[src/rtl/sumaproductos_pkg.sv]
// Shared types and default widths for the sum-of-products lab sequencer and its implementations.
package sumaproductos_pkg;
    localparam int N_ENTRADAS_DEF = 4;
    localparam int N_IMPL_DEF     = 4;

    typedef enum logic [1:0] {
        REPOSO   = 2'd0,
        ESPERAR  = 2'd1,
        COMPARAR = 2'd2,
        FIN      = 2'd3
    } estado_t;
endpackage

[src/rtl/sumaproductos_comparador.sv]
// Combinational comparison of every implementation's response against implementation 0.
module sumaproductos_comparador
    import sumaproductos_pkg::*;
#(
    parameter int N_IMPL = N_IMPL_DEF
) (
    input  logic [N_IMPL-1:0] Rtas,
    output logic [N_IMPL-1:0] m,
    output logic              any_mismatch
);
    // Bit 0 compares the golden response with itself, so it is always 0.
    assign m            = Rtas ^ {N_IMPL{Rtas[0]}};
    assign any_mismatch = |m;
endmodule

[src/rtl/sumaproductos_secuenciador.sv]
// Exhaustive-sweep controller: drives every stimulus vector, compares responses, keeps mismatch statistics.
module sumaproductos_secuenciador
    import sumaproductos_pkg::*;
#(
    parameter int N_ENTRADAS = N_ENTRADAS_DEF,
    parameter int N_IMPL     = N_IMPL_DEF,
    parameter int SETTLE     = 1
) (
    input  logic                  clk,
    input  logic                  rst_n,
    input  logic                  inicio,
    input  logic                  abortar,
    input  logic [N_IMPL-1:0]     Rtas,
    output logic [N_ENTRADAS-1:0] Estimulo,
    output logic                  ocupado,
    output logic                  fin,
    output logic                  hay_error,
    output logic [N_ENTRADAS:0]   cuenta_errores,
    output logic [N_ENTRADAS-1:0] primer_fallo,
    output logic [N_IMPL-1:0]     mascara_fallo
);
    localparam int CW = (SETTLE > 1) ? $clog2(SETTLE) : 1;

    estado_t               estado_q;
    logic [CW-1:0]         cnt_q;
    logic [N_ENTRADAS-1:0] est_q;
    logic                  ocupado_q, fin_q, hay_q;
    logic [N_ENTRADAS:0]   cuenta_q;
    logic [N_ENTRADAS-1:0] primer_q;
    logic [N_IMPL-1:0]     mascara_q;

    logic [N_IMPL-1:0]     m;
    logic                  any_mm;

    sumaproductos_comparador #(.N_IMPL(N_IMPL)) u_comp (
        .Rtas         (Rtas),
        .m            (m),
        .any_mismatch (any_mm)
    );

    always_ff @(posedge clk or negedge rst_n) begin
        if (!rst_n) begin
            estado_q  <= REPOSO;
            cnt_q     <= '0;
            est_q     <= '0;
            ocupado_q <= 1'b0;
            fin_q     <= 1'b0;
            hay_q     <= 1'b0;
            cuenta_q  <= '0;
            primer_q  <= '0;
            mascara_q <= '0;
        end else begin
            fin_q <= 1'b0;
            case (estado_q)
                REPOSO: begin
                    if (inicio) begin
                        est_q     <= '0;
                        cnt_q     <= '0;
                        hay_q     <= 1'b0;
                        cuenta_q  <= '0;
                        primer_q  <= '0;
                        mascara_q <= '0;
                        ocupado_q <= 1'b1;
                        estado_q  <= ESPERAR;
                    end
                end
                ESPERAR: begin
                    if (abortar) begin
                        est_q     <= '0;
                        ocupado_q <= 1'b0;
                        estado_q  <= REPOSO;
                    end else begin
                        cnt_q <= cnt_q + CW'(1);
                        if (cnt_q == CW'(SETTLE - 1)) estado_q <= COMPARAR;
                    end
                end
                COMPARAR: begin
                    // An abort on this edge discards the pending compare.
                    if (abortar) begin
                        est_q     <= '0;
                        ocupado_q <= 1'b0;
                        estado_q  <= REPOSO;
                    end else begin
                        if (any_mm) begin
                            cuenta_q  <= cuenta_q + (N_ENTRADAS+1)'(1);
                            mascara_q <= mascara_q | m;
                            hay_q     <= 1'b1;
                            if (!hay_q) primer_q <= est_q;
                        end
                        if (&est_q) begin
                            ocupado_q <= 1'b0;
                            fin_q     <= 1'b1;
                            estado_q  <= FIN;
                        end else begin
                            est_q    <= est_q + N_ENTRADAS'(1);
                            cnt_q    <= '0;
                            estado_q <= ESPERAR;
                        end
                    end
                end
                FIN:     estado_q <= REPOSO;
                default: estado_q <= REPOSO;
            endcase
        end
    end

    assign Estimulo       = est_q;
    assign ocupado        = ocupado_q;
    assign fin            = fin_q;
    assign hay_error      = hay_q;
    assign cuenta_errores = cuenta_q;
    assign primer_fallo   = primer_q;
    assign mascara_fallo  = mascara_q;
endmodule
[config.mk]
export PLATFORM = sky130hd
export DESIGN_NAME = sumaproductos_secuenciador
export DESIGN_NICKNAME = d
export VERILOG_FILES = /design/src/rtl/sumaproductos_pkg.sv /design/src/rtl/sumaproductos_comparador.sv /design/src/rtl/sumaproductos_secuenciador.sv
export SDC_FILE = /design/constraint.sdc
export NUM_CORES = 1
export LEC_CHECK = 0
export CAP_MARGIN = 10
export CORE_MARGIN = 2
export CORE_UTILIZATION = 45
export DETAILED_ROUTE_END_ITERATION = 12
export GPL_TIMING_DRIVEN = 0
export MAX_ROUTING_LAYER = met4
export PLACE_DENSITY_LB_ADDON = 0.25
export SYNTH_ARGS = -nofsm -noshare
export SYNTH_HDL_FRONTEND = slang
export SYNTH_SLANG_ARGS = --single-unit
[constraint.sdc]
create_clock -name clk -period 1.85 [get_ports clk]
set_clock_uncertainty 0.1 [all_clocks]
set_input_delay 0.37 -clock clk [delete_from_list [all_inputs] [get_ports clk]]
set_output_delay 0.37 -clock clk [all_outputs]
set_load 0.1 [all_outputs]
==> flow_summary.toml, run 1 <==
[status]
outcome = "finished, final reports clean"

[synth]
ys_warn_count = 0
synth_area_leaders = "dfrtp_1, ha_1, nand2_1"
synthCells = 135
netlist_area_um2 = 1270
ys_seq_area_frac = 0.432
post-synth-top-area-cell = "dfrtp_1"
synth_cell_types = 40
yosysTopAreaCellShare = 0.432
synth_area_per_cell_um2 = 9.43
syn-num-nets = 149
synth_seq_cells = 22

[die]
coreArea_um2 = 2730
io_pins = 28
rows = 19
start_util = 0.466
die_area_um2 = 3270
die_h_um = 57.2
die_x_um = 57.2

[pwr]
p_leak_nw = 0.811
power_density_nw_per_um2 = 1470
total_power_mw = 2.59
ir_drop_mv = 1.07

[timing]
hold_violations = 0
rsz0062_at_grt = "yes"
fmax_ghz = 0.546
final_min_period_over_clock_period = 0.991
worst_slew_pin_slew_ns = 1.01
slew-limit-headroom = 0.324
holdWs_ns = 0.394
fin_crit_ns = 1.83
drv_slew = 0
setup_viol = 0

[cts]
cts_buffer_depth = 2
clk_latency_ns = 0.31
cts_tree = "yes"
cts.htree.levels = 1
cts.sinks = 22
cts_buffers = 3
clk_pin_slew_ns = 0.13
postCtsHoldBufs = 0
clock-root-buffer = "clkbuf_4"

[min_path]
hold_path_class = "in2reg"

[cells_and_area]
syn_to_final_growth_pct = 38.3
fillers = 227
final_cell_mix = "dfrtp_1, clkdlybuf4s15_2, nand2_1, buf_4, nand3_1"
multi_input_comb_area_um2 = 729
regArea_um2 = 557
antenna_cells = 0
layout.nets = 187
drive_gt1_frac = 0.349

[detailed_routing]
dr.pass1.iters = 4
ant_nets = 0
drt_iter0_drc = 27
wire_per_inst_um = 14.4
via_per_inst = 5.64
wl_um = 2920
post-route-drc-count = 0
vias = 1145

[setup_path]
crit_fanout = 6
crit_path_top_delay_cell = "dfrtp_1"
cp_top_family = "compound AO/OA/AOI/OAI gates"
cp-end-kind = "register"
crit_chain = "buf_4, ha_4, nor2b_1, buf_4, o21bai_4, nor2_2, a311o_1"
startpoint_type = "register"
crit_required_ns = 1.95
criticalPathCategory = "reg2reg"
crit_top_cell = "buf_4"
critPathMaxStageDelay_ns = 0.42
crit_arrival_ns = 1.94
worst-path-buf-inv = 2

[flow_run]
maxCapViolations = 0

[place]
hpwl_um = 1980
gp_congestion = 0.819
port_buffers = 26

[grt]
grt_pass1_vias = 1074
grt_max_degree = 23
track_usage = 0.194
grt-ovfl-total = 0
antenna_found_initial = 0
grt_pass1_wl_um = 4830
[kinds of logic after synthesis]
| group | Yosys count | share of synthesized area |
|---|---|---|
| flip-flops | 22 | 0.432 |
| other | 1 | 0.00294 |
| adder cells (fa/ha/maj) | 6 | 0.0589 |
| AO/OA/AOI/OAI | 31 | 0.183 |
| buffers and inverters | 12 | 0.0472 |
| AND/OR/NAND/NOR | 59 | 0.248 |
| multiplexers | 1 | 0.00786 |
| XOR/XNOR | 3 | 0.0206 |
[synth_stat cells (all sizes together)]
cell    instances
dfrtp          22
nand2          15
nand3          10
a21oi           9
nor2            9
o21ai           7
ha              6
nand4           6
buf             5
inv             5
o211ai          5
and3            4
nor2b           4
xor2            3
a211oi          2
clkbuf          2
nand2b          2
nor3            2
or4             2
or4b            2
a211o           1
a22o            1
a311o           1
a41oi           1
and2            1
and3b           1
conb            1
mux2i           1
o21ba           1
o21bai          1
o22a            1
o22ai           1
or3             1
[metrics by stage]
step | setup WS [ns] | TNS, ns | cell area [µm²] | util | instances
3_3_place_gp | -0.397 | -5.90 | 1580 | 0.578 | 192
6_report | 0.0172 | 0 | 1760 | 0.644 | 203
3_5_place_dp | -0.431 | -6.63 | 1580 | 0.578 | 192
4_1_cts | -0.0143 | -0.0143 | 1690 | 0.618 | 199
2_1_floorplan | -0.0282 | -0.0282 | 1280 | - | 135
5_1_grt | -0.0475 | -0.144 | 1760 | 0.644 | 203
[flip-flops by register name, summed over array words and instances (netlist names)]
signal and flops:
Estimulo 4, mascara_fallo 3, cuenta_errores 5, primer_fallo 4, fin 1, hay_error 1
ocupado 1, estado_q 2, cnt_q 1
[worst reg2reg max path, cell delays in order (launching register included)]
cell,delay [ns]
dfrtp_1,0.42
buf_4,0.15
ha_4,0.17
nor2b_1,0.12
buf_4,0.15
o21bai_4,0.21
nor2_2,0.07
a311o_1,0.34
[final timing paths]
path	slack (ns)	cells past startpoint	to	from
hold reg to reg	0.40	2	mascara_fallo[2]	mascara_fallo[2]
min in group asynchronous	0.50	1	cuenta_errores[4]	rst_n
hold / removal	0.39	4	mascara_fallo[2]	Rtas[2]
setup / recovery	0.02	7	cuenta_errores[0]	estado_q[1]
max in group asynchronous	0.47	1	Estimulo[1]	rst_n
setup reg to reg	0.02	7	cuenta_errores[0]	estado_q[1]
[metal layers]
layer	vias up	wire length (µm)	GRT usage
li1	562	-	-
met1	557	1260	0.243
met2	26	1550	0.327
met4	0	0	0.0498
met3	0	103	0.0317
met5	-	0	-
[where the power goes]
part,internal (mW),leakage (nW),switching [mW]
Clock,0.120,0.0210,0.151
Combinational,0.590,0.502,1.08
Sequential,0.581,0.288,0.0721
Total,1.29,0.811,1.30
[layout make-up]
class | count | share of cell area
Buffer | 7 | 0.0305
Clock buffer | 4 | 0.0206
Inverter | 5 | 0.0107
Multi-Input combinational cell | 101 | 0.414
Sequential cell | 22 | 0.316
Tap cell | 31 | 0.0220
Timing Repair Buffer | 33 | 0.186
[timing repair]
item | 4_1_cts | 5_1_grt
endpoints found under the setup margin | 32 | 17
setup buffers | 3 | 4
pin swaps | 0 | 4
gates resized for setup | 72 | 15
(Power assumes the default switching activity.)
==> run 2: changes to the inputs <==
Settings changed: CORE_MARGIN 2 to default.
==> flow_summary.toml, run 2 (synthesized netlist as in run 1, its figures left out) <==
[pwr]
power.share.switching = 0.504
internal_power_mw = 1.27
p_leak_nw = 0.798
power_density_nw_per_um2 = 1460
total_power_mw = 2.56
switchingPower_mw = 1.29
pwr-share-seq = 0.258
p_comb_frac = 0.636
clkPwrFrac = 0.106
ir_drop_mv = 1.32

[cells_and_area]
fillers = 215
multi_input_comb_area_um2 = 722
final_common_cell = "dfrtp_1"
finish.utilization = 0.682
antenna_cells = 0
regArea_um2 = 557
syn_to_final_growth_pct = 37.5
final_cell_mix = "dfrtp_1, clkdlybuf4s15_2, nand2_1, nand3_1"
drive_gt1_frac = 0.345
largest_reg_flops = 5
layout.nets = 186

[grt]
grt_max_degree = 23
grt_pass1_vias = 1139
track_usage = 0.207
grt-ovfl-total = 0
antenna_found_initial = 0
grt_pass1_wl_um = 5020

[timing]
drv_slew = 0
slew-limit-headroom = 0.354
final_min_period_over_clock_period = 0.986
hold_violations = 0
fmax_ghz = 0.548
fin_crit_ns = 1.82
worst_slew_pin_slew_ns = 0.966
setup_viol = 0
rsz0062_at_grt = "yes"
finalSetupTns_ns = 0

[setup_path]
criticalPathCategory = "reg2reg"
crit_arrival_ns = 1.99
crit_fanout = 7
r2r-end = "cuenta_errores[4]"
reg2reg_slack_ns = 0.03
worstSetupEndpoint = "cuenta_errores[4]"
crit_path_top_delay_cell = "or4_1"
reg2reg_depth = 7
startpoint_type = "register"
critical_path.startpoint = "estado_q[0]"
crit_required_ns = 2.02
reg2reg_from = "estado_q[0]"
critPathMaxStageDelay_ns = 0.53
crit_chain = "inv_2, ha_4, nor2b_4, buf_6, o21bai_4, or4_1, nand3_1"
cp-end-kind = "register"

[detailed_routing]
via_per_inst = 5.72
wl_um = 2870
drt_iter0_drc = 21
vias = 1150
ant_nets = 0
dr.pass1.iters = 4
wire_per_inst_um = 14.3
post-route-drc-count = 0

[status]
outcome = "finished, final reports clean"

[die]
die_h_um = 55.2
start_util = 0.496
die_area_um2 = 3050
die_x_um = 55.2
coreArea_um2 = 2570
rows = 18
io_pins = 28

[cts]
cts_buffers = 3
cts.htree.levels = 1
cts_tree = "yes"
cts_buffer_depth = 2
clock-root-buffer = "clkbuf_4"
clk_pin_slew_ns = 0.13
clk_latency_ns = 0.32
cts.sinks = 22

[place]
gp_congestion = 0.803
hpwl_um = 2020
port_buffers = 26

[flow_run]
maxCapViolations = 0

[min_path]
hold_path_class = "reg2reg"
run 2: cell count changes in the layout (fill, tap and decap cells not counted), sizes merged:
cell / before / now
buf: 15 / 13
clkbuf: 5 / 6
clkdlybuf4s15: 17 / 16
clkdlybuf4s18: 0 / 1
clkdlybuf4s50: 4 / 5
dlymetal6s2s: 2 / 1
run 2: power by group through the flow:
stage | registers [mW] | clock network [mW] | logic [mW]
2_1_floorplan | 1.13 | 0 | 0.628
3_3_place_gp | 0.667 | 0 | 1.39
3_5_place_dp | 0.672 | 0 | 1.41
4_1_cts | 0.661 | 0.273 | 1.51
5_1_grt | 0.677 | 0.293 | 1.75
6_report | 0.661 | 0.272 | 1.63
run 2: layout make-up:
class / instances / area share
multi-input cells: 101 / 0.412
flip-flops and latches: 22 / 0.318
repair buffers: 32 / 0.181
plain buffers: 7 / 0.0364
well taps: 30 / 0.0214
clock buffers: 4 / 0.0207
inverters: 5 / 0.0107
run 2: worst min-delay path by stage:
stage / to / slack, ns / depth (start not counted) / startpoint
finish: mascara_fallo[3] / 0.42 / 2 / mascara_fallo[3]
global route: mascara_fallo[3] / 0.43 / 4 / Rtas[3]
CTS: mascara_fallo[3] / 0.43 / 2 / mascara_fallo[3]
detailed placement: mascara_fallo[3] / 0.39 / 2 / mascara_fallo[3]
global placement: mascara_fallo[3] / 0.40 / 2 / mascara_fallo[3]
floorplan: Estimulo[0] / -0.03 / 0 / rst_n
run 2: worst max-delay path: cells and delay by family (launching register included):
family,cells,cell delay [ns]
AOI/OAI and AO/OA,1,0.09
adders and majority gates,1,0.17
buffers and inverters,2,0.23
DFF,1,0.43
and+or+nand+nor,3,0.76
run 2: what timing repair did:
action,CTS,global route
hold buffers,0,0
setup endpoints to repair,33,21
pin swaps,2,2
resized for setup,71,14
buffers inserted,3,3
endpoints found under the hold margin,0,0
run 2: per-layer routing:
metal  vias to the layer above  part of all wire  routed length (µm)  GRT usage
met2                        31              0.48                1380      0.348
li1                        562                 -                   -          -
met4                         0             0.015                  42     0.0536
met5                         -                 0                   0          -
met3                         6             0.037                 107     0.0234
met1                       551              0.47                1330      0.266
run 2: metrics by stage:
stage,std cells,worst slack [ns],cell area [µm²],hold slack [ns]
global route,201,-0.0502,1750,0.433
CTS,198,0.000263,1700,0.426
finish,201,0.0257,1750,0.416
detailed placement,191,-0.445,1580,0.389
floorplan,135,-0.0282,1280,-0.0256
global placement,191,-0.390,1580,0.397
==> run 3: changes to the inputs <==
Settings changed: CORE_MARGIN from default to 1.
==> results of run 3 <==
No change in the layout: final DEF, timing and power equal those of run 2.
